File: config.mk
export PLATFORM = sky130hd
export DESIGN_NAME = ifetch_ctrl
export DESIGN_NICKNAME = d
export VERILOG_FILES = /design/src/rtl/ifetch_pkg.sv /design/src/rtl/ifetch_ibuf.sv /design/src/rtl/ifetch_ctrl.sv
export SDC_FILE = /design/constraint.sdc
export NUM_CORES = 1
export LEC_CHECK = 0
export ABC_CLOCK_PERIOD_IN_PS = 9000
export CORE_UTILIZATION = 50
export DETAILED_ROUTE_END_ITERATION = 10
export GPL_ROUTABILITY_DRIVEN = 1
export PLACE_DENSITY = 0.75
export SLEW_MARGIN = 15
export SYNTH_ARGS = -nofsm -noshare
export SYNTH_HDL_FRONTEND = slang
export SYNTH_HIERARCHICAL = 1
export SYNTH_SLANG_ARGS = --single-unit
File: constraint.sdc
create_clock -name clk -period 9 [get_ports clk]
set_input_delay 1.35 -clock clk [delete_from_list [all_inputs] [get_ports clk]]
set_output_delay 1.35 -clock clk [all_outputs]
set_load 0.02 [all_outputs]
File: src/rtl/ifetch_pkg.sv
// ifetch_pkg: shared types and constants for the ifetch_ctrl instruction-fetch sequencer
package ifetch_pkg;

    localparam int INSTR_BYTES = 4;
    localparam int XLEN_RV64   = 64;

    typedef enum logic [2:0] {
        RUN,
        WAIT,
        DRAIN,
        HALTED,
        FAULT
    } state_e;

    typedef struct packed {
        logic [31:0]          instr;
        logic [XLEN_RV64-1:0] pc;
    } ibuf_entry_t;

endpackage

File: src/rtl/ifetch_ibuf.sv
// ifetch_ibuf: sync FIFO with flush, push/pop, occupancy count and a registered head that reads 0 when empty
module ifetch_ibuf #(
    parameter int W     = 96,
    parameter int DEPTH = 2,
    localparam int AW   = $clog2(DEPTH),
    localparam int CW   = AW + 1
) (
    input  logic          clk,
    input  logic          rst,
    input  logic          flush_i,
    input  logic          push_i,
    input  logic [W-1:0]  din_i,
    input  logic          pop_i,
    output logic [CW-1:0] count_o,
    output logic          head_valid_o,
    output logic [W-1:0]  head_o
);

    logic [W-1:0]  mem_q [DEPTH];
    logic [AW-1:0] rd_q, rd_d, wr_q, wr_d;
    logic [CW-1:0] cnt_q, cnt_d;
    logic [W-1:0]  head_d;
    logic          do_push, do_pop;

    // Next pointers/count, and the entry that will sit at the head after this cycle
    always_comb begin
        do_pop  = pop_i && cnt_q != '0 && !flush_i;
        do_push = push_i && !flush_i && (cnt_q != CW'(DEPTH) || do_pop);
        rd_d    = flush_i ? '0 : rd_q + AW'(do_pop);
        wr_d    = flush_i ? '0 : wr_q + AW'(do_push);
        cnt_d   = flush_i ? '0 : cnt_q + CW'(do_push) - CW'(do_pop);
        head_d  = (cnt_d == '0) ? '0 : (do_push && wr_q == rd_d) ? din_i : mem_q[rd_d];
    end

    // Storage write; contents need no reset since the count gates visibility
    always_ff @(posedge clk) begin
        if (do_push) mem_q[wr_q] <= din_i;
    end

    // Pointers, count and the registered head
    always_ff @(posedge clk or posedge rst) begin
        if (rst) begin
            rd_q         <= '0;
            wr_q         <= '0;
            cnt_q        <= '0;
            head_valid_o <= 1'b0;
            head_o       <= '0;
        end else begin
            rd_q         <= rd_d;
            wr_q         <= wr_d;
            cnt_q        <= cnt_d;
            head_valid_o <= cnt_d != '0;
            head_o       <= head_d;
        end
    end

    assign count_o = cnt_q;

endmodule

File: src/rtl/ifetch_ctrl.sv
// ifetch_ctrl: fetch sequencer owning the PC, one outstanding imem request, an instruction buffer, redirect and halt.
// Optional misaligned-redirect fault enabled by defining IFETCH_ALIGN_CHK_EN.
module ifetch_ctrl
    import ifetch_pkg::*;
#(
    parameter int              XLEN       = 64,
    parameter logic [XLEN-1:0] RESET_PC   = '0,
    parameter int              IBUF_DEPTH = 2
) (
    input  logic            clk,
    input  logic            rst,
    output logic            imem_req_valid,
    input  logic            imem_req_ready,
    output logic [XLEN-1:0] imem_req_addr,
    input  logic            imem_rsp_valid,
    input  logic [31:0]     imem_rsp_data,
    output logic            instr_valid,
    input  logic            instr_ready,
    output logic [31:0]     instr,
    output logic [XLEN-1:0] instr_pc,
    input  logic            redirect_valid,
    input  logic [XLEN-1:0] redirect_pc,
    input  logic            halt,
    output logic            fetch_fault
);

    localparam int CW = $clog2(IBUF_DEPTH) + 1;

    state_e           state_q;
    logic [XLEN-1:0]  fpc_q, req_pc_q, target;
    logic [CW-1:0]    count;
    logic [XLEN+31:0] head;
    logic             accept, push, pop, misalign;

`ifdef IFETCH_ALIGN_CHK_EN
    assign misalign    = redirect_valid && redirect_pc[1:0] != 2'b00;
    assign fetch_fault = state_q == FAULT;
`else
    assign misalign    = 1'b0;
    assign fetch_fault = 1'b0;
`endif

    // Request issue plus buffer push/pop; a redirect cancels both buffer operations
    always_comb begin
        imem_req_valid = !rst && state_q == RUN && !halt && count < CW'(IBUF_DEPTH);
        imem_req_addr  = fpc_q;
        accept         = imem_req_valid && imem_req_ready;
        push           = state_q == WAIT && imem_rsp_valid && !redirect_valid;
        pop            = instr_valid && instr_ready && !redirect_valid;
        target         = redirect_pc & ~XLEN'(3);
    end

    // Fetch FSM: redirect first, then request accept, response completion and halt
    always_ff @(posedge clk or posedge rst) begin
        if (rst) begin
            state_q  <= RUN;
            fpc_q    <= RESET_PC;
            req_pc_q <= '0;
        end else if (misalign) begin
            state_q <= FAULT;
        end else if (redirect_valid) begin
            fpc_q <= target;
            case (state_q)
                RUN:          state_q <= accept ? DRAIN : RUN;
                WAIT, DRAIN:  state_q <= imem_rsp_valid ? RUN : DRAIN;
                default:      state_q <= state_q;
            endcase
        end else begin
            case (state_q)
                RUN: begin
                    if (accept) begin
                        fpc_q    <= fpc_q + XLEN'(INSTR_BYTES);
                        req_pc_q <= fpc_q;
                        state_q  <= WAIT;
                    end else if (halt) begin
                        state_q <= HALTED;
                    end
                end
                WAIT:    state_q <= imem_rsp_valid ? (halt ? HALTED : RUN) : WAIT;
                DRAIN:   state_q <= imem_rsp_valid ? RUN : DRAIN;
                HALTED:  state_q <= halt ? HALTED : RUN;
                default: state_q <= state_q;
            endcase
        end
    end

    ifetch_ibuf #(
        .W     (32 + XLEN),
        .DEPTH (IBUF_DEPTH)
    ) u_ibuf (
        .clk          (clk),
        .rst          (rst),
        .flush_i      (redirect_valid),
        .push_i       (push),
        .din_i        ({imem_rsp_data, req_pc_q}),
        .pop_i        (pop),
        .count_o      (count),
        .head_valid_o (instr_valid),
        .head_o       (head)
    );

    assign instr    = head[XLEN+31:XLEN];
    assign instr_pc = head[XLEN-1:0];

endmodule

# After elaboration in Yosys (flattened, before gate mapping)
# Memories as Yosys holds them, arrays and structs flattened.
# Index checks and enable logic that the tools add are counted.
[word_totals] latch_bits=0 romBits=0 register_bits=232 n_memories=1 in_bits=103 ram_bits=192 elab_cells=70
[mem_list] name="u_ibuf.mem_q" words=2 width=96 read_ports=1 rd_clocked_by_memory_dff=0 wr=1 line="ifetch_ibuf.sv:19" source="logic [W-1:0] mem_q [DEPTH];"
[op_classes] mux=19 n_shift=0 n_bitwise=1 n_div=0 n_mul=0 n_reduce_logical=28 eq_ne=7 n_addsub=5 order_cmp=1
[op_table] cell="$mux 64" n=3
[op_table] cell="$mux 96" n=2
[op_table] cell="$add 64x3->64 const B" n=1
[op_table] cell="$logic_and 1x1->1" n=13
[op_table] cell="$mux 3" n=4
[op_table] cell="$pmux 3 s4" n=1
[op_table] cell="$mux 2" n=4
[op_table] cell="$reduce_bool 2->1" n=4
[op_table] cell="$eq 3x2->1 const B" n=2
[op_table] cell="$pmux 3 s2" n=1
[op_table] cell="$reduce_and 3->1" n=2
[op_table] cell="$reduce_bool 5->1" n=1
[op_table] cell="$mux 1" n=4
[op_table] cell="$ne 4x4->1 const B" n=1
[op_table] cell="$eq 3x1->1 const B" n=1
[op_table] cell="$logic_not 1->1" n=3
[op_table] cell="$logic_not 3->1" n=1
[op_table] cell="$ne 3x1->1 const B" n=1
[op_table] cell="$add 1x1->1" n=2
[op_table] cell="$add 2x1->2" n=1
[op_table] cell="$logic_not 2->1" n=1
[op_table] cell="$lt 2x2->1 const B" n=1
[op_table] cell="$ne 2x2->1 const B" n=1
[op_table] cell="$reduce_and 2->1" n=1
[op_table] cell="5 further kinds" n=5

# Depth between registers and ports, before layout
[logic_depth] word_depth=11 ltp_mapped=15

# Hierarchy
# The synthesis kept the hierarchy.
[by_module_without_submodules] mod="ifetch_ibuf" instances=1 area_per_inst_um2=11100.6 seq_area_each_um2=8293.0 cells_each=765
[by_module_without_submodules] mod="ifetch_ctrl" instances=1 area_per_inst_um2=6277.3 seq_area_each_um2=3153.0 cells_each=606

# Worst setup path before layout
# OpenSTA, ideal clock, no wires.
[synth_path] path_kind="input to register" start="input port redirect_valid" end="memory u_ibuf.mem_q[0][0], enable pin" arrival_ns=4.931 path_slack_ns=3.603 stages=8 path_buffers=3 required_time_ns=8.534 cell_sequence="clkbuf_1 inv_2 clkbuf_1 and3_1 o311ai_4 clkbuf_1 inv_1 ha_1"
[synth_via] elab_chain_len=8 word_cells_on_any_way=10 cone_classes="mux: 2; reduce/logical: 8"
[synth_lines] element="start: declaration" line="ifetch_ctrl.sv:21" source="input logic redirect_valid,"
[synth_lines] element="$logic_not 1->1" line="ifetch_ctrl.sv:49" source="pop = instr_valid && instr_ready && !redirect_valid;"
[synth_lines] element="$logic_and 1x1->1" line="ifetch_ctrl.sv:49"
[synth_lines] element="net pop" line="ifetch_ctrl.sv:33" source="logic accept, push, pop, misalign;"
[synth_lines] element="$logic_and 1x1->1 (2 in series)" line="ifetch_ibuf.sv:27" source="do_pop = pop_i && cnt_q != '0 && !flush_i;"
[synth_lines] element="$logic_or 1x1->1" line="ifetch_ibuf.sv:28" source="do_push = push_i && !flush_i && (cnt_q != CW'(DEPTH) || do_pop);"
[synth_lines] element="$logic_and 1x1->1" line="ifetch_ibuf.sv:28"
[synth_lines] element="$mux 1" line="ifetch_ibuf.sv:37" source="if (do_push) mem_q[wr_q] <= din_i;"
[synth_lines] element="$mux 1 (not written as such)" line="ifetch_ibuf.sv:37"
[synth_lines] element="end: declaration" line="ifetch_ibuf.sv:19"
# The timed path passes the listed nets, and every way through them passes these cells.

# Worst setup path in the final report
[layout_path] start="input port redirect_valid" end="register u_ibuf.head_o[6]"
[layout_via] elab_chain_len=11 word_cells_on_any_way=19 cone_classes="add/sub: 3; eq/ne: 1; mux: 4; reduce/logical: 10; memory: 1"
[layout_lines] element="$logic_not 1->1 *" line="ifetch_ctrl.sv:49"
[layout_lines] element="$logic_and 1x1->1 *" line="ifetch_ctrl.sv:49"
[layout_lines] element="net pop" line="ifetch_ctrl.sv:33"
[layout_lines] element="$logic_and 1x1->1 * (2 in series)" line="ifetch_ibuf.sv:27"
[layout_lines] element="$logic_or 1x1->1" line="ifetch_ibuf.sv:28"
[layout_lines] element="$logic_and 1x1->1" line="ifetch_ibuf.sv:28"
[layout_lines] element="$add 2x1->2" line="ifetch_ibuf.sv:31" source="cnt_d = flush_i ? '0 : cnt_q + CW'(do_push) - CW'(do_pop);"
[layout_lines] element="$sub 2x1->2" line="ifetch_ibuf.sv:31"
[layout_lines] element="$mux 2" line="ifetch_ibuf.sv:31"
[layout_lines] element="$logic_not 2->1" line="ifetch_ibuf.sv:32" source="head_d = (cnt_d == '0) ? '0 : (do_push && wr_q == rd_d) ? din_i : mem_q[rd_d];"
[layout_lines] element="$mux 96 *" line="ifetch_ibuf.sv:32"
[layout_lines] element="net u_ibuf.head_d[6]" line="ifetch_ibuf.sv:22" source="logic [W-1:0] head_d;"
[layout_lines] element="end signal: assignment" line="ifetch_ibuf.sv:47" source="head_o <= '0;"
[layout_lines] element="end signal: assignment" line="ifetch_ibuf.sv:53" source="head_o <= head_d;"
[layout_lines] element="end: declaration" line="ifetch_ibuf.sv:16" source="output logic [W-1:0] head_o"
# The timed path passes the listed nets; every way through them passes the cells marked *.
# A chain may end at the register's enable or synchronous reset.

==> out/metrics.csv <==
metric;value;unit
TritonCTS buffer count;43;
Die Y;188;microns
# rows;67;
most frequent cell on the critical path;buf_4;
largest net degree at the start of global routing;112;
Synth cell types;58;
H-Tree Depth;2;
gr usage total;0.267;
critical path's top delay family;buffers and inverters;
I/O pins;266;
critical path's largest stage delay;0.73;ns
maxcap violations;0;
Finish-stage setup viols;0;
Nets;1714;
Hold Buf Count CTS;0;
r2r startpoint;state_q[1]$_DFFE_PP0P_;
core area;33900;sq um
hold depth;0;
FF-to-FF setup slack;4.79;ns
Static Leak;8.16;nW
post-CTS setup buffer count;0;
Slowest cell on crit path;or2_4;
post-layout util;0.640;
Clock Path Buffers;3;
P&R area growth vs syn;24.8;%
Pre-antenna DRT Iters;5;
via count;12500;
CP arrival;5.44;ns
CP max FO;55;
CTS Root Buffer Type;clkbuf_16;
Slew Limit Fails;0;
first-pass GRT wire length;73600;microns
initial antenna violation count;2;
Tightest Pin Transition;1.12;ns
status;finished clean;
most frequent cells in the layout;264 x nand2_1, 259 x clkdlybuf4s50_1, 227 x dfrtp_1;
number of synthesized register bits;419;
vias in the first global route;12900;
die area;35500;sq um
final hold viol count;0;
Mapped Avg Cell Area;12.7;sq um
critical path type;primary input to register;
minimum clock period;5.11;ns
asr flop ratio synth;0.542;
Routed Antenna Nets;0;
Die X;188;microns
final clock skew;0.0202;ns
WP depth;9;
ys flop type;dfrtp_1;
layout cell share with drive strength beyond 1;0.120;
DRC Markers;0;
YS warnings;6;
cell depth of the worst flop-to-flop path;9;
Tightest Hold Check Type;register to register;
worst-skew pair later-pin latency;0.53;ns
routed len/inst;22.5;microns
Placer Congestion;0.848;
crit start category;primary input;
crit path buf inv count;5;
CTS tree;built;
number of synthesized flops with an enable pin;192;
Required @ worst endpoint;9.34;ns
Min-Delay Endpoint;u_ibuf/mem_q[0][47]$_DFFE_PP_;
f_max;0.196;GHz
final worst-path cycle share;0.567;
most common cell after layout, fill and taps aside;nand2_1;
reg-to-reg endpoint;u_ibuf/head_o[6]$_DFF_PP0_;
Starting Density;0.513;
unrepaired setup endpoints after global routing;no;
cell count after synthesis;1371;
worst-path cell chain;buf_4 > inv_2 > and3_1 > o311ai_4 > buf_4 > buf_4 > or2_4 > buf_4 > a311oi_1;
worst vdd ir;0.123;mV
Hold WS;0.493;ns
post-CTS sizing;0;
PwrDens;221;nW/um^2
relative slew slack;0.255;
vias per cell;5.98;
Worst setup EP type;register;
Post-Syn Area;17400;sq um
CP startpoint;redirect_valid;
clock tree sinks;419;
HP Start;req_pc_q[47]$_DFFE_PP0P_;
sequential share of the synthesized area;0.659;
Fin Setup TNS;0;ns
Iteration-0 DRC Markers;1117;
overall routed net length;46900;microns
global route overflow;0;
Clock transition at path regs;0.06;ns
post-DP HPWL;28400;microns
Port Buffers;260;
layer usage:
layer | wire length [microns] | up-vias | track usage
met5 | 17 | - | 0
met4 | 1080 | 2 | 0.0744
met3 | 3680 | 83 | 0.0494
met2 | 22200 | 564 | 0.424
met1 | 19900 | 6281 | 0.379
li1 | - | 5537 | -
kinds of logic after synthesis:
family | after synthesis | synth area share
DFF | 419 | 0.659
other | 1 | 0.000216
and+or+nand+nor | 532 | 0.146
adders and majority gates | 9 | 0.00648
muxes | 65 | 0.0419
xor gates and xnor gates | 41 | 0.0219
AOI/OAI and AO/OA | 187 | 0.0950
buffers and inverters | 117 | 0.0302
where the power goes:
part | leakage, nW | total (mW) | switching [mW] | internal [mW]
combinational | 2.81 | 0.575 | 0.294 | 0.281
clock | 0.670 | 1.72 | 0.714 | 1.01
sequential | 4.68 | 2.50 | 0.212 | 2.28
total | 8.16 | 4.79 | 1.22 | 3.57
worst register-to-register path: cells and delay by family, from the launching register on:
| family | cells | cell delay [ns] |
|---|---|---|
| adder cells (fa/ha/maj) | 1 | 0.22 |
| buffers and inverters | 4 | 2.05 |
| AO/OA/AOI/OAI | 2 | 0.38 |
| flip-flops | 1 | 0.37 |
| AND/OR/NAND/NOR | 2 | 0.98 |
worst max-delay path by stage:
stage,to
floorplan,u_ibuf/mem_q[0][0]$_DFFE_PP_
global placement,u_ibuf/head_o[13]$_DFF_PP0_
detailed placement,u_ibuf/head_o[6]$_DFF_PP0_
CTS,u_ibuf/head_o[6]$_DFF_PP0_
global route,u_ibuf/head_o[6]$_DFF_PP0_
finish,u_ibuf/head_o[6]$_DFF_PP0_
Yosys cell counts (2+ instances only):
| cell | n | share of area |
|---|---|---|
| mux2_2 | 59 | 0.038 |
| buf_4 | 4 | 0.0017 |
| buf_2 | 20 | 0.0058 |
| a21oi_1 | 3 | 0.00086 |
| xnor2_1 | 31 | 0.016 |
| nand2_1 | 265 | 0.057 |
| edfxtp_1 | 192 | 0.33 |
| o31ai_1 | 7 | 0.0030 |
| mux2i_1 | 5 | 0.0029 |
| nor4_1 | 18 | 0.0065 |
| a311oi_1 | 56 | 0.028 |
| buf_6 | 6 | 0.0039 |
| nand4b_1 | 2 | 0.0010 |
| or3_1 | 6 | 0.0022 |
| and4_1 | 11 | 0.0055 |
| and3_1 | 9 | 0.0032 |
| o21a_1 | 2 | 0.00086 |
| or4_1 | 15 | 0.0065 |
| inv_1 | 18 | 0.0039 |
| a31oi_1 | 11 | 0.0040 |
| clkbuf_1 | 63 | 0.014 |
| nand4_1 | 19 | 0.0068 |
| o211ai_1 | 6 | 0.0026 |
| o21ai_0 | 51 | 0.015 |
| ha_1 | 9 | 0.0065 |
| a22oi_1 | 4 | 0.0017 |
| a311oi_2 | 40 | 0.035 |
| nor3_1 | 108 | 0.031 |
| xor2_1 | 8 | 0.0040 |
| buf_1 | 4 | 0.00086 |
| dfrtp_1 | 227 | 0.33 |
| nor2b_1 | 5 | 0.0018 |
| nor2_1 | 29 | 0.0063 |
| inv_2 | 2 | 0.00043 |
| and2_1 | 2 | 0.00072 |
| nand3_1 | 31 | 0.0089 |
| nor4b_1 | 2 | 0.0010 |
area by class of cell:
class	count	area (sq um)
clock buffers	63	1230
inverters	20	83.8
diodes	1	2.50
multi-input cells	843	5500
fillers	2583	12200
flip-flops and latches	419	11400
repair buffers	275	2710
clock inverters	16	144
well taps	448	561
flip-flops by register name (all words and copies together), names as in the netlist:
signal               cells
req_pc_q                62
u_ibuf/wr_q              1
u_ibuf/count_o           2
u_ibuf/rd_q              1
u_ibuf/head_o           96
imem_req_addr           62
u_ibuf/head_valid_o      1
state_q                  2
u_ibuf/mem_q           192
per-stage QoR:
stage               power [mW]  worst slack (ns)  cells  instance area, sq um
finish                    4.79              3.89   2085                 21700
global route              4.98              3.75   2084                 21700
global placement          3.06              3.47   2005                 20300
CTS                       4.83              3.91   2084                 21700
detailed placement        3.10              3.35   2005                 20300
floorplan                 2.81              3.60   1379                 17400
Note: power is estimated with default switching activity, not from simulation.
